==> config.mk <==
export PLATFORM = sky130hd
export DESIGN_NAME = mmio_port_responder
export DESIGN_NICKNAME = d
export VERILOG_FILES = /design/src/rtl/mmio_port_responder_pkg.sv /design/src/rtl/mmio_port_responder_capture_fifo.sv /design/src/rtl/mmio_port_responder.sv
export SDC_FILE = /design/constraint.sdc
export NUM_CORES = 1
export LEC_CHECK = 0
export ABC_AREA = 1
export BUFFER_PORTS_ARGS = -buffer_cell sky130_fd_sc_hd__buf_2
export CAP_MARGIN = 20
export CORE_ASPECT_RATIO = 0.7
export CORE_UTILIZATION = 50
export CTS_BUF_LIST = sky130_fd_sc_hd__clkbuf_8
export CTS_CLUSTER_DIAMETER = 150
export DETAILED_ROUTE_END_ITERATION = 6
export GPL_ROUTABILITY_DRIVEN = 1
export GPL_TIMING_DRIVEN = 0
export HOLD_SLACK_MARGIN = 0.12
export PLACE_DENSITY_LB_ADDON = 0.25
export SETUP_SLACK_MARGIN = 0.4
export SKIP_LAST_GASP = 1
export SLEW_MARGIN = 20
export SYNTH_ARGS = -nofsm -noshare
export SYNTH_HDL_FRONTEND = slang
export SYNTH_HIERARCHICAL = 1
export SYNTH_SLANG_ARGS = --single-unit
export TNS_END_PERCENT = 20
==> constraint.sdc <==
create_clock -name clk -period 3.2 [get_ports clk]
set_input_delay 0.64 -clock clk [delete_from_list [all_inputs] [get_ports clk]]
set_output_delay 0.64 -clock clk [all_outputs]
set_load 0.02 [all_outputs]
==> src/rtl/mmio_port_responder_pkg.sv <==
// mmio_port_responder_pkg
//   Shared definitions for the MMIO port responder:
//   - register offsets within the 16-byte window (word index Address[3:2])
//   - STATUS register bit positions and a helper that packs the STATUS word
package mmio_port_responder_pkg;

  typedef enum logic [1:0] {
    OFS_PORT_OUT = 2'd0,
    OFS_PORT_IN  = 2'd1,
    OFS_STATUS   = 2'd2,
    OFS_FIFO     = 2'd3
  } reg_ofs_e;

  // STATUS = {26'b0, count[4:0], ovf}
  localparam int STAT_OVF_BIT = 0;
  localparam int STAT_CNT_LSB = 1;
  localparam int STAT_CNT_W   = 5;

  function automatic logic [31:0] pack_status(input logic [STAT_CNT_W-1:0] cnt,
                                              input logic                  ovf);
    logic [31:0] w;
    w = '0;
    w[STAT_CNT_LSB +: STAT_CNT_W] = cnt;
    w[STAT_OVF_BIT]               = ovf;
    return w;
  endfunction

endpackage

==> src/rtl/mmio_port_responder_capture_fifo.sv <==
// capture_fifo
//   Small circular FIFO that queues synchronised PortIn bytes.
//   Ports:
//     clk, reset      clock, synchronous active-low reset (clears pointers/count)
//     push, pop       requests; pop on empty is a harmless no-op
//     din             byte to store on an accepted push
//     dout            head entry, 0 while empty
//     count           number of stored entries (AW+1 bits)
//     full, empty     occupancy flags
//     ovf_set         a push was dropped this cycle (full and no pop)
module capture_fifo #(
  parameter  int WIDTH = 8,
  parameter  int DEPTH = 4,
  localparam int AW    = $clog2(DEPTH)
) (
  input  logic             clk,
  input  logic             reset,
  input  logic             push,
  input  logic             pop,
  input  logic [WIDTH-1:0] din,
  output logic [WIDTH-1:0] dout,
  output logic [AW:0]      count,
  output logic             full,
  output logic             empty,
  output logic             ovf_set
);

  logic [WIDTH-1:0] r_mem [DEPTH];
  logic [AW-1:0]    r_rd_ptr;
  logic [AW-1:0]    r_wr_ptr;
  logic [AW:0]      r_count;
  logic             w_do_pop;
  logic             w_do_push;

  assign empty = (r_count == '0);
  assign full  = (r_count == (AW+1)'(DEPTH));
  assign count = r_count;
  assign dout  = empty ? '0 : r_mem[r_rd_ptr];

  // A pop on a full FIFO frees the slot the simultaneous push needs,
  // so push+pop when full is a clean exchange rather than an overflow.
  assign w_do_pop  = pop & ~empty;
  assign w_do_push = push & (~full | w_do_pop);
  assign ovf_set   = push & full & ~w_do_pop;

  always_ff @(posedge clk) begin
    if (!reset) begin
      r_rd_ptr <= '0;
      r_wr_ptr <= '0;
      r_count  <= '0;
    end else begin
      if (w_do_push) r_wr_ptr <= r_wr_ptr + AW'(1);
      if (w_do_pop)  r_rd_ptr <= r_rd_ptr + AW'(1);
      case ({w_do_push, w_do_pop})
        2'b10:   r_count <= r_count + (AW+1)'(1);
        2'b01:   r_count <= r_count - (AW+1)'(1);
        default: r_count <= r_count;
      endcase
    end
  end

  // Storage carries no reset; stale entries are unreachable once pointers clear.
  always_ff @(posedge clk) begin
    if (w_do_push) r_mem[r_wr_ptr] <= din;
  end

endmodule

==> src/rtl/mmio_port_responder.sv <==
// mmio_port_responder
//   Target end of the core's data-side load/store bus for a 16-byte I/O window.
//   Word registers: PORT_OUT (RW), PORT_IN (RO), STATUS (count RO, ovf W1C),
//   FIFO_DATA (RO, read pops). Every change of the synchronised PortIn is queued.
//   Ports:
//     clk, reset          clock, synchronous active-low reset
//     Address, WriteData  bus address / store data
//     MemWrite, MemRead   one-cycle store / load strobes
//     PortIn              asynchronous 8-bit inputs
//     ReadData            combinational load data (0 when no hit)
//     HitOut              access falls in the window
//     PortOut             registered output port
//     IrqOut              capture FIFO not empty
module mmio_port_responder
  import mmio_port_responder_pkg::*;
#(
  parameter logic [31:0] BASE_ADDR  = 32'h1001_0000,
  parameter int          FIFO_DEPTH = 4
) (
  input  logic        clk,
  input  logic        reset,
  input  logic [31:0] Address,
  input  logic [31:0] WriteData,
  input  logic        MemWrite,
  input  logic        MemRead,
  input  logic [7:0]  PortIn,
  output logic [31:0] ReadData,
  output logic        HitOut,
  output logic [31:0] PortOut,
  output logic        IrqOut
);

  localparam int CW = $clog2(FIFO_DEPTH) + 1;

  logic [31:0] r_port_out;
  logic [7:0]  r_sync1;
  logic [7:0]  r_sync2;
  logic [7:0]  r_prev;
  logic        r_ovf;

  reg_ofs_e    w_ofs;
  logic        w_hit;
  logic        w_wr;
  logic        w_pop;
  logic        w_push;
  logic [7:0]  w_head;
  logic [CW-1:0] w_count;
  logic        w_full;
  logic        w_empty;
  logic        w_ovf_set;
  logic [31:0] w_rdata;
  logic        w_unused;

  assign w_ofs  = reg_ofs_e'(Address[3:2]);
  assign w_hit  = (Address[31:4] == BASE_ADDR[31:4]) & (MemRead | MemWrite);
  assign w_wr   = w_hit & MemWrite;
  // A combined read+write strobe is treated as a write: it must not pop.
  assign w_pop  = w_hit & MemRead & ~MemWrite & (w_ofs == OFS_FIFO);
  assign w_push = (r_sync2 != r_prev);

  capture_fifo #(
    .WIDTH (8),
    .DEPTH (FIFO_DEPTH)
  ) u_fifo (
    .clk     (clk),
    .reset   (reset),
    .push    (w_push),
    .pop     (w_pop),
    .din     (r_sync2),
    .dout    (w_head),
    .count   (w_count),
    .full    (w_full),
    .empty   (w_empty),
    .ovf_set (w_ovf_set)
  );

  always_ff @(posedge clk) begin
    if (!reset) begin
      r_port_out <= '0;
      r_sync1    <= '0;
      r_sync2    <= '0;
      r_prev     <= '0;
      r_ovf      <= 1'b0;
    end else begin
      r_sync1 <= PortIn;
      r_sync2 <= r_sync1;
      r_prev  <= r_sync2;
      if (w_wr && w_ofs == OFS_PORT_OUT) r_port_out <= WriteData;
      // A fresh overflow outranks a same-edge W1C so it is never lost.
      if (w_ovf_set)
        r_ovf <= 1'b1;
      else if (w_wr && w_ofs == OFS_STATUS && WriteData[STAT_OVF_BIT])
        r_ovf <= 1'b0;
    end
  end

  always_comb begin
    w_rdata = '0;
    if (w_hit) begin
      case (w_ofs)
        OFS_PORT_OUT: w_rdata = r_port_out;
        OFS_PORT_IN:  w_rdata = {24'b0, r_sync2};
        OFS_STATUS:   w_rdata = pack_status(STAT_CNT_W'(w_count), r_ovf);
        OFS_FIFO:     w_rdata = {24'b0, w_head};
        default:      w_rdata = '0;
      endcase
    end
  end

  assign ReadData = w_rdata;
  assign HitOut   = w_hit;
  assign PortOut  = r_port_out;
  assign IrqOut   = (w_count != '0);

  // Byte lane bits and the full flag have no consumer at this level.
  assign w_unused = ^{Address[1:0], w_full, w_empty};

endmodule

==> results.md, run 1 <==
- Internal power contribution: 1.93 mW
- Global-route wire length before repair: 19900 um
- Crit path DAT: 2.12 ns
- Max_cap viols: 0
- Crit end category: output pin
- Die X: 120 um
- Vias: 4666
- Max VDD drop: 0.354 mV
- H-tree depth: 3
- CP startpoint kind: input port
- Final worst path period need: 2.76 ns
- Sequential share of the synthesized area: 0.468
- Critical Path RT: 2.56 ns
- CTS Buf Count: 9
- GRT Total Usage: 0.252
- Fin. max-slew vios: 0
- Avg Inst Size Synth: 7.19 um^2
- Starting density of the core: 0.528
- Die Y: 84.7 um
- CTS tree: built
- Peak per-stage delay on the critical path: 0.32 ns
- Top-count cell post-synth: inv_1
- GR Overflow Total: 0
- RSZ-0062 raised after global routing: yes
- Sequential share of power: 0.541
- EDFF count, synth: 32
- Slowest cell on the critical path: nor4_2
- Switching pwr: 0.691 mW
- Pwr Total: 2.62 mW
- Tcrit/Tclk final: 0.864
- Ys flop type: dfxtp_1
- Synth top area share: 0.271
- Post-DR wirelength/cell: 13.0 um
- Initial antenna violation count: 0
- P per Cell Area: 431 nW/um^2
- Synth Instances: 679
- Number of core rows: 29
- Mapped Area: 4880 um^2
- Mapped Nets: 760
- First-pass iteration count of the detailed router: 5
- Combinational share of power: 0.145
- Async S/R FF share, synth: 0
- Worst-Skew Late Latency: 0.37 ns
- Most area-consuming cells after synthesis: dfxtp_1, edfxtp_1, inv_1, nand2_1, nor2_1
- Total Wirelength: 12500 um
- Hpwl dp: 9540 um
- Core ar.: 9250 um^2
- Switching part of the total power: 0.264
- LEAKAGE: 3.12 nW
- Post-route DRC: 0
- Synth warn: 6
- # hold bufs at CTS: 0
- F_max: 362 MHz
- Critical Path Fanout Max: 4
- Max clock buf depth: 2
- IO Pins: 142
- Final cell count without fillers: 963
- Hold Violations, Final: 0
- Netlist cell types: 36
- Crit Path Class: input port to output pin
- Hold crit path type: flip-flop to flip-flop
- Commonest cells in the netlist: inv_1, nand2_1, nor2_1
- Worst-margin pin slew: 0.708 ns
- Layout area overhead: 24.4%
- Via/cell ratio: 4.85
- Clock Sinks: 98
- Share of cells above drive strength 1: 0.247
- GP Congestion: 0.889
- First DRT Iteration DRCs: 339
- Register bit total from synthesis: 98
- Die area: 10200 um^2
- Antenna diodes: 0
- Slew HR: 0.526
- Final instance area: 6070 um^2
- Root buffer selected by CTS: clkbuf_8
- Worst Skew: 0.0153 ns
- Post-Place Cells: 941
- Final setup vio count: 0
- Power share of the clock group: 0.314
- Buffers added on ports: 138
- CP cell instances: buf_2, or2_2, nor4_2, nand3_4, buf_4, buf_4, nor2_1, buf_2
- Most area-hungry cell type in the Yosys netlist: dfxtp_1
- Post-DP Area: 5730 um^2
- ANT nets after route: 0
- Clock-pin slew on the worst setup and hold paths: 0.08 ns
- Status: complete, no violations
- Vias in the first global route: 4279
- Largest net degree at the start of global routing: 16
- # nets final: 915
area by class of cell:
type	count	area, um^2
Inverter	152	578
Timing Repair Buffer	144	746
Sequential cell	98	2280
Buffer	29	168
Clock inverter	4	42.5
Fill cell	809	3180
Clock buffer	12	165
Multi-Input combinational cell	400	1940
Tap cell	124	155
path summary, 6_finish.rpt:
kind / from / endpoint / slack (ns) / depth (start not counted)
worst min register to register: r_sync1[2] / r_sync2[2] / 0.42 / 2
worst max register to register: r_sync2[4] / u_fifo/count[2] / 0.69 / 11
worst min-delay path: r_sync1[2] / r_sync2[2] / 0.42 / 2
worst max-delay path: Address[5] / ReadData[31] / 0.44 / 8
flip-flops by register name, indices dropped and copies added, names as in the netlist, named ones only:
| name | flops |
|---|---|
| r_prev | 8 |
| r_sync1 | 8 |
| u_fifo/r_wr_ptr | 2 |
| u_fifo/r_rd_ptr | 2 |
| u_fifo/r_mem | 32 |
| u_fifo/count | 3 |
| r_ovf | 1 |
| r_sync2 | 8 |
| PortOut | 32 |
through the flow:
| stage | setup WS (ns) | TNS (ns) | utilization | hold WS (ns) |
|---|---|---|---|---|
| global route | 0.348 | 0 | 0.656 | 0.431 |
| CTS | 0.425 | 0 | 0.645 | 0.420 |
| finish | 0.437 | 0 | 0.656 | 0.417 |
| global placement | -0.309 | -9.51 | 0.619 | 0.398 |
| detailed placement | -0.407 | -10.86 | 0.619 | 0.400 |
| floorplan | 0.413 | 0 | - | 0.390 |
cell families after synthesis:
group	Yosys count	share of synthesized area
and+or+nand+nor	340	0.301
buffers and inverters	181	0.148
DFF	98	0.468
AOI/OAI and AO/OA	48	0.0567
xor gates and xnor gates	7	0.0126
adders and majority gates	5	0.0144
placed cells by master, fill, tap and decap left out, drive strengths merged, types with 8 or more instances in the layout:
cell type	Yosys	final
nand2	144	144
buf	18	164
edfxtp	32	32
dfxtp	66	66
nand4	35	35
nand3	11	11
clkbuf	11	21
nor2	139	139
inv	149	150
o21ai	22	22
a221oi	8	8
a21oi	16	16
what timing repair did:
action	4_1_cts	5_1_grt
gates resized for setup	7	25
endpoints found under the setup margin	63	43
pin swaps	1	4
buffers inserted	1	5
worst max-delay path: cells and delay by family:
family / cells / cell delay [ns]
AND/OR/NAND/NOR: 4 / 0.89
buffers and inverters: 4 / 0.60
routing by layer:
layer	share of wire	wire length (um)	global-route usage
met2	0.46	5740	0.405
met4	0.019	243	0.0841
met1	0.44	5520	0.328
met3	0.078	972	0.0686
met5	0	0	0
power groups by stage:
stage / combinational, mW / clock (mW) / sequential (mW)
floorplan: 0.242 / 0 / 1.43
global placement: 0.350 / 0 / 1.44
detailed placement: 0.366 / 0 / 1.45
global route: 0.427 / 0.889 / 1.42
finish: 0.379 / 0.822 / 1.42
CTS: 0.372 / 0.838 / 1.42
No activity file was read; power rests on OpenSTA's default activity.
==> run 2, diff against run 1 <==
Settings changed: CORE_MARGIN set to 2.
==> results.md, run 2 (synthesis gave the netlist of run 1 again) <==
- P per Cell Area: 428 nW/um^2 (was 431 nW/um^2)
- Crit end category: output pin (unchanged)
- Crit path max-delay family: simple AND/OR/NAND/NOR gates (unchanged)
- ANT nets after route: 0 (unchanged)
- Initial antenna violation count: 0 (unchanged)
- Max VDD drop: 0.278 mV (was 0.354 mV)
- Most frequent cells in the layout: inv_1, buf_2, nand2_1, nor2_1, dfxtp_1 (was inv_1, nand2_1, buf_2, nor2_1, dfxtp_1)
- Worst hold path depth: 2 (unchanged)
- Hpwl dp: 9540 um (about the same)
- H-tree depth: 3 (unchanged)
- Pwr Total: 2.58 mW (was 2.62 mW)
- Total Wirelength: 12600 um (was 12500 um)
- Die Y: 86.7 um (was 84.7 um)
- Post-route DRC: 0 (unchanged)
- FILL cells: 882 (was 809)
- Crit. Startpoint: Address[21] (was Address[5])
- GR Overflow Total: 0 (unchanged)
- Slew HR: 0.618 (was 0.526)
- Peak per-stage delay on the critical path: 0.31 ns (was 0.32 ns)
- RSZ-0062 raised after global routing: yes (unchanged)
- Worst Hold End: r_sync2[0] (was r_sync2[2])
- Crit Path Class: input port to output pin (unchanged)
- Hold path start: r_sync1[0] (was r_sync1[2])
- Number of core rows: 30 (was 29)
- Root buffer selected by CTS: clkbuf_8 (unchanged)
- Slowest cell on the critical path: or2_2 (was nor4_2)
- Worst Skew: 0.00654 ns (was 0.0153 ns)
- WP buf/inv: 4 (unchanged)
- Die area: 10600 um^2 (was 10200 um^2)
- Final setup vio count: 0 (unchanged)
- Hold Violations, Final: 0 (unchanged)
- IO Pins: 142 (unchanged)
- First DRT Iteration DRCs: 316 (was 339)
- Vias in the first global route: 4181 (was 4279)
- Reg2Reg Depth: 10 (was 11)
- Crit path DAT: 2.12 ns (about the same)
- Via/cell ratio: 4.87 (was 4.85)
- GRT Total Usage: 0.238 (was 0.252)
- Max_cap viols: 0 (unchanged)
- CP startpoint kind: input port (unchanged)
- Flop2flop setup slack: 0.73 ns (was 0.69 ns)
- First-pass iteration count of the detailed router: 5 (unchanged)
- Tcrit/Tclk final: 0.862 (was 0.864)
- Worst-Skew Late Latency: 0.37 ns (about the same)
- CTS Buf Count: 9 (unchanged)
- Reg2reg start: r_sync2[4] (unchanged)
- Share of cells above drive strength 1: 0.244 (was 0.247)
- CP cell instances: buf_2, or2_2, nor4_4, nand3_4, buf_8, buf_2, nor2_1, buf_4 (was buf_2, or2_2, nor4_2, nand3_4, buf_4, buf_4, nor2_1, buf_2)
- Final worst path period need: 2.76 ns (about the same)
- Critical Path Fanout Max: 6 (was 4)
- Post-DR wirelength/cell: 13.1 um (was 13.0 um)
- Max clock buf depth: 2 (unchanged)
- Commonest non-fill, non-tap cell in the layout: inv_1 (unchanged)
- LEAKAGE: 3.10 nW (was 3.12 nW)
- CTS tree: built (unchanged)
- Core ar.: 9610 um^2 (was 9250 um^2)
- F_max: 363 MHz (was 362 MHz)
- Largest net degree at the start of global routing: 20 (was 16)
- Global-route wire length before repair: 19500 um (was 19900 um)
- Layout area overhead: 23.4% (was 24.4%)
- R2r endpoint: u_fifo/count[2] (unchanged)
- Worst-margin pin slew: 0.571 ns (was 0.708 ns)
- # nets final: 913 (was 915)
- Status: complete, no violations (unchanged)
- GP Congestion: 0.878 (was 0.889)
- Critical Path RT: 2.56 ns (about the same)
- Fin util: 0.627 (was 0.656)
- Starting density of the core: 0.508 (was 0.528)
- Antenna diodes: 0 (unchanged)
- Vias: 4703 (was 4666)
- Fin. max-slew vios: 0 (unchanged)
- Clock Sinks: 98 (unchanged)
- Die X: 122 um (was 120 um)
- Hold crit path type: flip-flop to flip-flop (unchanged)
- CP most frequent cell: buf_2
- Buffers added on ports: 138 (unchanged)
- Clock-pin slew on the worst setup and hold paths: 0.10 ns (was 0.08 ns)
==> run 2: cell types whose count changed in the layout (fill, tap and decap cells not counted), sizes merged <==
cell,delta
inv,+5
clkbuf,-3
buf,-2
bufinv,-1
clkinvlp,-1
==> run 2: repair_timing <==
item	CTS	global route
gates cloned	0	0
gates resized for setup	8	17
pin swaps	1	0
buffers inserted	1	3
hold endpoints to repair	0	0
hold buffers	0	0
endpoints found under the setup margin	67	64
==> run 2: report_power, final <==
| part | internal [mW] | switching [mW] | leakage [nW] |
|---|---|---|---|
| sequential | 1.38 | 0.0411 | 0.844 |
| combinational | 0.131 | 0.242 | 2.15 |
| clock | 0.307 | 0.482 | 0.101 |
| total | 1.81 | 0.765 | 3.10 |
==> run 2: through the flow <==
step	TNS, ns	instances	hold WS, ns	setup WS [ns]	instance area, um^2
floorplan	0	679	0.390	0.413	4880
global placement	-8.53	945	0.395	-0.295	5740
detailed placement	-15.26	945	0.396	-0.473	5740
CTS	0	962	0.421	0.403	5960
global route	0	965	0.435	0.357	6020
finish	0	965	0.420	0.443	6020
==> run 2: layout make-up <==
cell class	count	area, um^2	area share
buffer	29	163	0.0270
tap	128	160	0.0266
timing repair buffer	142	723	0.120
sequential	98	2280	0.379
multi-input combinational	400	1930	0.320
clock buffer	9	124	0.0206
clock inverter	7	66.3	0.0110
inverter	152	574	0.0954
==> run 2: how the worst max path moves through the flow <==
| stage | to | slack, ns | depth (start not counted) |
|---|---|---|---|
| 3_3_place_gp | u_fifo/r_mem[3][5] | -0.29 | 10 |
| 2_1_floorplan | u_fifo/count[2] | 0.41 | 13 |
| 3_5_place_dp | u_fifo/r_mem[1][5] | -0.47 | 10 |
| 6_report | ReadData[4] | 0.44 | 8 |
| 5_1_grt | ReadData[5] | 0.36 | 10 |
| 4_1_cts | ReadData[19] | 0.40 | 7 |
==> run 2: tightest hold or removal path, delay by kind of cell (launching register included) <==
family | cells | cell delay (ns)
flops | 1 | 0.32
simple gates | 1 | 0.04
buf+inv | 1 | 0.04
==> run 2: per-layer routing <==
layer	vias to the layer above	routed length [um]	global-route usage	share of wire
met1	2132	5800	0.320	0.46
met2	182	5730	0.387	0.45
met5	-	0	0	0
li1	2368	-	-	-
met3	21	913	0.0539	0.072
met4	0	203	0.0669	0.016
